===== src/rtl/cache_pkg.sv =====
// Shared types and helpers for the direct-mapped write-back cache controller.
package cache_pkg;

  typedef enum logic [2:0] {
    S_IDLE,
    S_COMPARE,
    S_WB_REQ,
    S_RF_REQ,
    S_RF_WAIT,
    S_RESPOND,
    S_FLUSH_SCAN,
    S_FLUSH_WB
  } state_e;

  localparam int DEF_ADDR_W  = 8;
  localparam int DEF_DATA_W  = 8;
  localparam int DEF_INDEX_W = 2;
  localparam int DEF_CNT_W   = 16;

  function automatic int lines_of(input int index_w);
    return 1 << index_w;
  endfunction

  function automatic int tag_w_of(input int addr_w, input int index_w);
    return addr_w - index_w;
  endfunction

  localparam int LINES = lines_of(DEF_INDEX_W);
  localparam int TAG_W = tag_w_of(DEF_ADDR_W, DEF_INDEX_W);

endpackage


===== src/rtl/cache_line_store.sv =====
// Tag/data/valid/dirty arrays: one full-line write port, asynchronous read at the same index.
module cache_line_store #(
  parameter int INDEX_W = 2,
  parameter int TAG_W   = 6,
  parameter int DATA_W  = 8
) (
  input  logic               clk,
  input  logic               rst,
  input  logic [INDEX_W-1:0] idx_i,
  input  logic               we_i,
  input  logic [TAG_W-1:0]   wtag_i,
  input  logic [DATA_W-1:0]  wdata_i,
  input  logic               wvalid_i,
  input  logic               wdirty_i,
  output logic [TAG_W-1:0]   rtag_o,
  output logic [DATA_W-1:0]  rdata_o,
  output logic               rvalid_o,
  output logic               rdirty_o
);
  localparam int LINES = 1 << INDEX_W;

  logic [LINES-1:0][TAG_W-1:0]  tag_q;
  logic [LINES-1:0][DATA_W-1:0] data_q;
  logic [LINES-1:0]             valid_q;
  logic [LINES-1:0]             dirty_q;

  always_ff @(posedge clk) begin
    if (rst) begin
      tag_q   <= '0;
      data_q  <= '0;
      valid_q <= '0;
      dirty_q <= '0;
    end else if (we_i) begin
      tag_q[idx_i]   <= wtag_i;
      data_q[idx_i]  <= wdata_i;
      valid_q[idx_i] <= wvalid_i;
      dirty_q[idx_i] <= wdirty_i;
    end
  end

  assign rtag_o   = tag_q[idx_i];
  assign rdata_o  = data_q[idx_i];
  assign rvalid_o = valid_q[idx_i];
  assign rdirty_o = dirty_q[idx_i];

endmodule


===== src/rtl/cache_ctrl_wb.sv =====
// Direct-mapped write-back/write-allocate cache controller: request FSM, refill/writeback,
// flush scan and saturating hit/miss statistics.
module cache_ctrl_wb
  import cache_pkg::*;
#(
  parameter int ADDR_W  = 8,
  parameter int DATA_W  = 8,
  parameter int INDEX_W = 2,
  parameter int CNT_W   = 16
) (
  input  logic              clk,
  input  logic              rst,
  input  logic              ena,
  input  logic              req_valid,
  output logic              req_ready,
  input  logic              req_we,
  input  logic [ADDR_W-1:0] req_addr,
  input  logic [DATA_W-1:0] req_wdata,
  output logic              rsp_valid,
  output logic [DATA_W-1:0] rsp_rdata,
  output logic              rsp_hit,
  input  logic              flush,
  output logic              busy,
  output logic              mem_req_valid,
  input  logic              mem_req_ready,
  output logic              mem_we,
  output logic [ADDR_W-1:0] mem_addr,
  output logic [DATA_W-1:0] mem_wdata,
  input  logic              mem_rsp_valid,
  input  logic [DATA_W-1:0] mem_rdata,
  output logic [CNT_W-1:0]  hit_count,
  output logic [CNT_W-1:0]  miss_count
);
  localparam int TAG_W = tag_w_of(ADDR_W, INDEX_W);
  localparam logic [CNT_W-1:0] CNT_MAX = '1;

  typedef struct packed {
    logic              we;
    logic [ADDR_W-1:0] addr;
    logic [DATA_W-1:0] wdata;
  } cmd_t;

  state_e             state_q, state_d;
  cmd_t               cmd_q, cmd_d;
  logic [INDEX_W-1:0] ptr_q, ptr_d;
  logic [CNT_W-1:0]   hit_q, hit_d, miss_q, miss_d;

  logic [INDEX_W-1:0] idx;
  logic [TAG_W-1:0]   req_tag, rtag, st_tag;
  logic [DATA_W-1:0]  rdata, st_data;
  logic               rvalid, rdirty, st_we, st_valid, st_dirty, hit, flushing;

  assign flushing = (state_q == S_FLUSH_SCAN) || (state_q == S_FLUSH_WB);
  assign idx      = flushing ? ptr_q : cmd_q.addr[INDEX_W-1:0];
  assign req_tag  = cmd_q.addr[ADDR_W-1:INDEX_W];
  assign hit      = rvalid && (rtag == req_tag);

  cache_line_store #(.INDEX_W(INDEX_W), .TAG_W(TAG_W), .DATA_W(DATA_W)) u_store (
    .clk      (clk),
    .rst      (rst),
    .idx_i    (idx),
    .we_i     (st_we),
    .wtag_i   (st_tag),
    .wdata_i  (st_data),
    .wvalid_i (st_valid),
    .wdirty_i (st_dirty),
    .rtag_o   (rtag),
    .rdata_o  (rdata),
    .rvalid_o (rvalid),
    .rdirty_o (rdirty)
  );

  assign req_ready  = ena && !flush && (state_q == S_IDLE);
  assign busy       = (state_q != S_IDLE);
  assign hit_count  = hit_q;
  assign miss_count = miss_q;

  // Memory command is a pure function of the frozen state, so it stays stable while stalled.
  always_comb begin
    mem_req_valid = 1'b0;
    mem_we        = 1'b0;
    mem_addr      = '0;
    mem_wdata     = '0;
    case (state_q)
      S_WB_REQ, S_FLUSH_WB: begin
        mem_req_valid = 1'b1;
        mem_we        = 1'b1;
        mem_addr      = {rtag, idx};
        mem_wdata     = rdata;
      end
      S_RF_REQ: begin
        mem_req_valid = 1'b1;
        mem_addr      = cmd_q.addr;
      end
      default: ;
    endcase
  end

  always_comb begin
    state_d   = state_q;
    cmd_d     = cmd_q;
    ptr_d     = ptr_q;
    hit_d     = hit_q;
    miss_d    = miss_q;
    st_we     = 1'b0;
    st_tag    = rtag;
    st_data   = rdata;
    st_valid  = rvalid;
    st_dirty  = rdirty;
    rsp_valid = 1'b0;
    rsp_hit   = 1'b0;
    rsp_rdata = '0;
    if (ena) begin
      case (state_q)
        S_IDLE: begin
          if (flush) begin
            state_d = S_FLUSH_SCAN;
            ptr_d   = '0;
          end else if (req_valid) begin
            cmd_d   = '{we: req_we, addr: req_addr, wdata: req_wdata};
            state_d = S_COMPARE;
          end
        end
        S_COMPARE: begin
          if (hit) begin
            rsp_valid = 1'b1;
            rsp_hit   = 1'b1;
            rsp_rdata = cmd_q.we ? cmd_q.wdata : rdata;
            st_we     = cmd_q.we;
            st_data   = cmd_q.wdata;
            st_dirty  = 1'b1;
            hit_d     = (hit_q == CNT_MAX) ? hit_q : hit_q + CNT_W'(1);
            state_d   = S_IDLE;
          end else begin
            miss_d  = (miss_q == CNT_MAX) ? miss_q : miss_q + CNT_W'(1);
            state_d = (rvalid && rdirty) ? S_WB_REQ : S_RF_REQ;
          end
        end
        S_WB_REQ: begin
          if (mem_req_ready) begin
            st_we    = 1'b1;
            st_dirty = 1'b0;
            state_d  = S_RF_REQ;
          end
        end
        S_RF_REQ: if (mem_req_ready) state_d = S_RF_WAIT;
        S_RF_WAIT: begin
          if (mem_rsp_valid) begin
            st_we    = 1'b1;
            st_tag   = req_tag;
            st_data  = cmd_q.we ? cmd_q.wdata : mem_rdata;
            st_valid = 1'b1;
            st_dirty = cmd_q.we;
            state_d  = S_RESPOND;
          end
        end
        S_RESPOND: begin
          rsp_valid = 1'b1;
          rsp_rdata = rdata;
          state_d   = S_IDLE;
        end
        S_FLUSH_SCAN: begin
          if (rvalid && rdirty) begin
            state_d = S_FLUSH_WB;
          end else begin
            st_we    = 1'b1;
            st_valid = 1'b0;
            st_dirty = 1'b0;
            state_d  = (&ptr_q) ? S_IDLE : S_FLUSH_SCAN;
            ptr_d    = ptr_q + INDEX_W'(1);
          end
        end
        S_FLUSH_WB: begin
          if (mem_req_ready) begin
            st_we    = 1'b1;
            st_valid = 1'b0;
            st_dirty = 1'b0;
            state_d  = (&ptr_q) ? S_IDLE : S_FLUSH_SCAN;
            ptr_d    = ptr_q + INDEX_W'(1);
          end
        end
        default: state_d = S_IDLE;
      endcase
    end
  end

  always_ff @(posedge clk) begin
    if (rst) begin
      state_q <= S_IDLE;
      cmd_q   <= '0;
      ptr_q   <= '0;
      hit_q   <= '0;
      miss_q  <= '0;
    end else begin
      state_q <= state_d;
      cmd_q   <= cmd_d;
      ptr_q   <= ptr_d;
      hit_q   <= hit_d;
      miss_q  <= miss_d;
    end
  end

endmodule

===== config.mk =====
export PLATFORM = sky130hd
export DESIGN_NAME = cache_ctrl_wb
export DESIGN_NICKNAME = d
export VERILOG_FILES = /design/src/rtl/cache_pkg.sv /design/src/rtl/cache_line_store.sv /design/src/rtl/cache_ctrl_wb.sv
export SDC_FILE = /design/constraint.sdc
export NUM_CORES = 1
export LEC_CHECK = 0
export CAP_MARGIN = 15
export CORE_ASPECT_RATIO = 1.2
export CORE_MARGIN = 3
export CORE_UTILIZATION = 45
export DETAILED_ROUTE_END_ITERATION = 8
export PLACE_DENSITY = 0.66
export REMOVE_ABC_BUFFERS = 1
export SYNTH_ARGS = -nofsm -noshare
export SYNTH_HDL_FRONTEND = slang
export SYNTH_SLANG_ARGS = --single-unit
export TNS_END_PERCENT = 30

===== constraint.sdc =====
create_clock -name clk -period 5.01 [get_ports clk]
set_input_delay 1.503 -clock clk [delete_from_list [all_inputs] [get_ports clk]]
set_output_delay 1.503 -clock clk [all_outputs]
set_load 0.03 [all_outputs]

# After elaboration in Yosys (flattened, before gate mapping)
# Cells that the tools add are included.
# totals
reg_bits	118
in_bits	32
output_inout_bits	62
# classes
add_sub_neg	3
n_lt_le_gt_ge	2
n_eq_ne	17
n_mux	72
n_bitwise	4
n_reduce_logical	18
# ops
cell	n
$mux 8	10
$pmux 8 s2	3
$add 16x1->16 const B	2
$bwmux 32	1
$eq 16x16->1 const B	2
$mux 6	5
$bwmux 24	1
$mux 1	24
$mux 3	8
$pmux 3 s8	1
$bmux 8 s2	1
$demux 8 s2	1
$bmux 6 s2	1
$demux 6 s2	1
$eq 3x3->1 const B	4
$ne 2x2->1 const B	6
$reduce_and 4->1	3
$mux 2	5
$bwmux 4	2
$pmux 1 s4	2
$eq 3x2->1 const B	2
$eq 6x6->1	1
$pmux 2 s3	1
$reduce_and 6->1	1
19 further kinds	28

# Longest topological paths before layout
# logic_depth
ltp_word	11
depth_mapped	13
ltp_nobuf	9

# Cells and area by module
# Synthesis repeated with hierarchy kept, for this count alone.
# hier_totals
hier_cells	703
hier_area_um2	6490.0
# modules_own_cells
module	n_inst	cells_each	area_each_um2	seq_area_each_um2
cache_ctrl_wb	1	453	3514.6	1081.0
cache_line_store	1	250	2975.4	1281.2

# Least setup slack after synthesis
# Ideal clock, no wire load.
# synth_timing
path_type	register to output
start	reg state_q[2]
end	out rsp_rdata[7]
arrival_ns	2.702
required_ns	3.507
setup_slack_ns	0.805
path_stages_with_launch	13
n_path_buf	3
cell_sequence	dfxtp_1 -> buf_4 -> a21bo_2 -> buf_6 -> nand3_1 -> nand3_1 -> a21o_1 -> a2111oi_4 -> and2_1 -> buf_4 -> nand2_2 -> nor2_2 -> a22o_1
# synth_via
elab_chain_len	10
word_cells_on_any_way	18
cone_classes	eq/ne: 5; mux: 11; reduce/logical: 2
# synth_lines
item	line	text
from (decl)	cache_ctrl_wb.sv:43	state_e state_q, state_d;
from (signal assigned)	cache_ctrl_wb.sv:195	state_q <= state_d;
$eq 3x3->1	cache_ctrl_wb.sv:53	assign flushing = (state_q == S_FLUSH_SCAN) || (state_q == S_FLUSH_WB);
$logic_or 1x1->1	cache_ctrl_wb.sv:53	
$mux 2	cache_ctrl_wb.sv:54	assign idx = flushing ? ptr_q : cmd_q.addr[INDEX_W-1:0];
$bmux 6 s2	cache_line_store.sv:41	assign rtag_o = tag_q[idx_i];
$mux 6 (implied by the code)	cache_line_store.sv:41	
$eq 6x6->1	cache_ctrl_wb.sv:56	assign hit = rvalid && (rtag == req_tag);
$logic_and 1x1->1	cache_ctrl_wb.sv:56	
$mux 8	cache_ctrl_wb.sv:125	if (hit) begin
$pmux 8 s2 (*)	cache_ctrl_wb.sv:114	case (state_q)
$mux 8 (*)	cache_ctrl_wb.sv:113	if (ena) begin
to (decl)	cache_ctrl_wb.sv:20	output logic [DATA_W-1:0] rsp_rdata,
# Every way passes the cells marked *; elsewhere a longest branch is shown, timed or not. The select of a mux whose other input is x is not followed.

# Worst setup path after layout
# layout_timing
start	reg state_q[2]
end	out rsp_rdata[4]
# The elaborated chain is that of the path after synthesis.

==> metrics.cfg <==
[outcome]
status=finished, final reports clean

[timing]
worst_pin_slew_ns=1.109
fin_hold_ws_ns=0.4487
min_period_ns=4.818
relSlewSlack_pct=25.57
rsz0062_at_grt=no
maxSlewViolCount=0
finalWorstSetupSlack_ns=0.1917
fin_skew_ns=0.01069
setup_violations=0
fmax_mhz=207.5
post-route-period-util_pct=96.17
final-hold-violation-count=0

[routing]
routed_wl_um=20890
wire_per_inst_um=18.44
antenna_left=0
vias=6846
drtPass1Iterations=6
drc=0
dr.first_iter.drc_count=757
via_per_inst=6.042

[yosys]
synthAdderAreaFrac_pct=0.5499
synth_xor_area_share_pct=3.721
synth_compound_area_share_pct=22.01
yosys.area.top_type=dfxtp_1
ys_async_sr_fraction_pct=0
yosysUniqueCellTypes=64
yosysMostFrequentCell=dfxtp_1
synthSimpleGateAreaFrac_pct=28.41
synth_mux_area_share_pct=5.755
synth_top_area_share_pct=34.60
yosys-top-cells-count=dfxtp_1, nand2_1, nor2_1
syn_inst=842
synth_top_family_by_area=simple AND/OR/NAND/NOR gates
syn_area_per_cell_um2=8.108
ys_top_cells_by_area=dfxtp_1, nand2_1, nor2_1, xnor2_1, mux4_2
synth_ff_type=dfxtp_1
seq_area_frac_synth_pct=34.60
synth_edf_count=0
synth_area_um2=6827
synth_seq_cells=118
ys.warnings.count=0

[global_routing]
grt_pass1_wl_um=33670
grt.overflow.total=0
grt_max_degree=74
grt_usage_pct=24.75
antenna_found_initial=0
grt_pass1_vias=6737

[placed_design]
gp_congestion=0.9043
post_dp_cell_area_um2=7871
dp_hpwl_um=14520
dp_slack_ns=0.2634
portBuffers=93

[power_and_ir_drop]
switching_share_pct=24.47
p_leak_uw=0.002893
irDropWorstVdd_mv=0.2337
power_frac_clock_pct=51.2
comb_power_share_pct=12.7
intPower_uw=2008
switchingPower_uw=650.5
power_per_cell_area_nw_per_um2=310.8
p_seq_share_pct=36.1

[clocking]
cts.reportedPaths.clkPinSlew_ns=0.05
holdBufCountCts=0
cts_sinks=118
clk_path_buf_depth=2
clkLatencyLatePin_ns=0.42
cts_tree=yes
cts_setup_buffers=0
cts_buffers=17
htreeDepth=4
root_buffer=clkbuf_16

[min_path]
min_from=u_store.data_q[20]
hold_class=reg2reg

[floorplan]
fp.dieH_um=140.9
start_util_pct=46.78
die_x_um=118.4
ios=94
core_um2=14590
die_area_um2=16690
rows=48

[cells_and_area]
layout-drive-gt1-share_pct=11.79
fillers=1290
layout.nets=956
finalInstanceArea_um2=8556
antenna-diode-count=0
area_delta_synth_final_pct=25.33

[worst_setup_path]
crit_top_cell=buf_4
slowest_delay_ns=0.62
cp_max_fo=15
reg2reg_slack_ns=1.34
cp_slowest_cell=mux4_2
crit_required_ns=3.51
path_class=reg2out
worstReg2RegStart=state_q[2]
crit_path_start_kind=register
worst-path-buf-inv=2
cp_cell_sequence=nand2_1, a21o_1, mux4_2, o31ai_1, a2111oi_4, and2_2, a21oi_1, nor2_1, buf_4, a22o_1, buf_4
cp-end-kind=output pin
critPathLaunch=state_q[2]
crit_family=compound AO/OA/AOI/OAI gates
worstPathArrival_ns=3.32

[job]
drv_cap=0

## worst paths after layout
kind | endpoint | depth (start not counted)
max | rsp_rdata[4] | 11
min | u_store.data_q[20] | 1
max reg2reg | u_store.data_q[8] | 11
min reg2reg | u_store.data_q[20] | 1
## placed cells by master (no fill, tap or decap), types with 11 or more instances in the layout
| master | Yosys | routed |
|---|---|---|
| xnor2_1 | 28 | 28 |
| o21ai_1 | 10 | 11 |
| nand3b_1 | 28 | 28 |
| a21oi_1 | 34 | 34 |
| nand3_1 | 40 | 39 |
| dfxtp_1 | 118 | 118 |
| nor2_1 | 67 | 67 |
| inv_1 | 23 | 23 |
| nor2b_1 | 21 | 21 |
| o211ai_1 | 15 | 15 |
| and3_1 | 18 | 17 |
| o31ai_1 | 26 | 26 |
| clkdlybuf4s50_1 | 0 | 79 |
| clkbuf_16 | 0 | 17 |
| buf_4 | 3 | 34 |
| a22oi_1 | 13 | 13 |
| o21ai_0 | 32 | 31 |
| a31oi_1 | 13 | 13 |
| nand2_1 | 114 | 114 |
| o221ai_1 | 13 | 13 |
| nor3_1 | 19 | 19 |
## flip-flops by register name (all words and copies together), names as in the netlist
name / count
cmd_q: 17
hit_count: 16
miss_count: 16
ptr_q: 2
state_q: 3
u_store.data_q: 32
u_store.dirty_q: 4
u_store.tag_q: 24
u_store.valid_q: 4
## through the flow
step | total power, µW | util (%) | setup TNS, ns | instances
2_1_floorplan | 1167 | - | -6.930 | 789
3_3_place_gp | 1302 | 53.94 | 0 | 1102
3_5_place_dp | 1310 | 53.94 | 0 | 1102
4_1_cts | 2670 | 58.54 | 0 | 1133
5_1_grt | 2741 | 58.62 | 0 | 1133
6_report | 2659 | 58.62 | 0 | 1133
## layout make-up
cell class	instances	area [µm²]	share of cell area [%]
Clock buffer	23	498.0	5.820
Clock inverter	8	167.7	1.960
Inverter	23	86.33	1.009
Multi-Input combinational cell	648	4145	48.45
Sequential cell	118	2362	27.61
Tap cell	200	250.2	2.925
Timing Repair Buffer	113	1046	12.23
## per-layer routing
| metal | routed length [µm] | vias to the layer above | GRT usage [%] |
|---|---|---|---|
| met5 | 0 | - | 0 |
| met4 | 677 | 0 | 12.32 |
| met3 | 1553 | 59 | 5.297 |
| met2 | 10280 | 333 | 42.97 |
| met1 | 8385 | 3233 | 28.93 |
| li1 | - | 3221 | - |
## cell families (layout without fill, tap and decap cells)
logic type / Yosys count / count (layout)
buffers and inverters: 76 / 167
xor gates and xnor gates: 29 / 29
adders and majority gates: 3 / 3
AOI/OAI and AO/OA: 215 / 215
and+or+nand+nor: 375 / 375
DFF: 118 / 118
muxes: 26 / 26
## power groups by stage
stage / clock network (µW) / logic, µW / registers (µW)
floorplan: 0 / 171 / 996
global placement: 0 / 322 / 980
detailed placement: 0 / 329 / 981
CTS: 1380 / 331 / 961
global route: 1420 / 363 / 962
finish: 1360 / 337 / 961
## repair_timing
action,4_1_cts,5_1_grt
gates resized for setup,2,4
cloned,0,0
hold endpoints to repair,0,0
setup endpoints to repair,8,8
No activity file was read; power rests on OpenSTA's default activity.
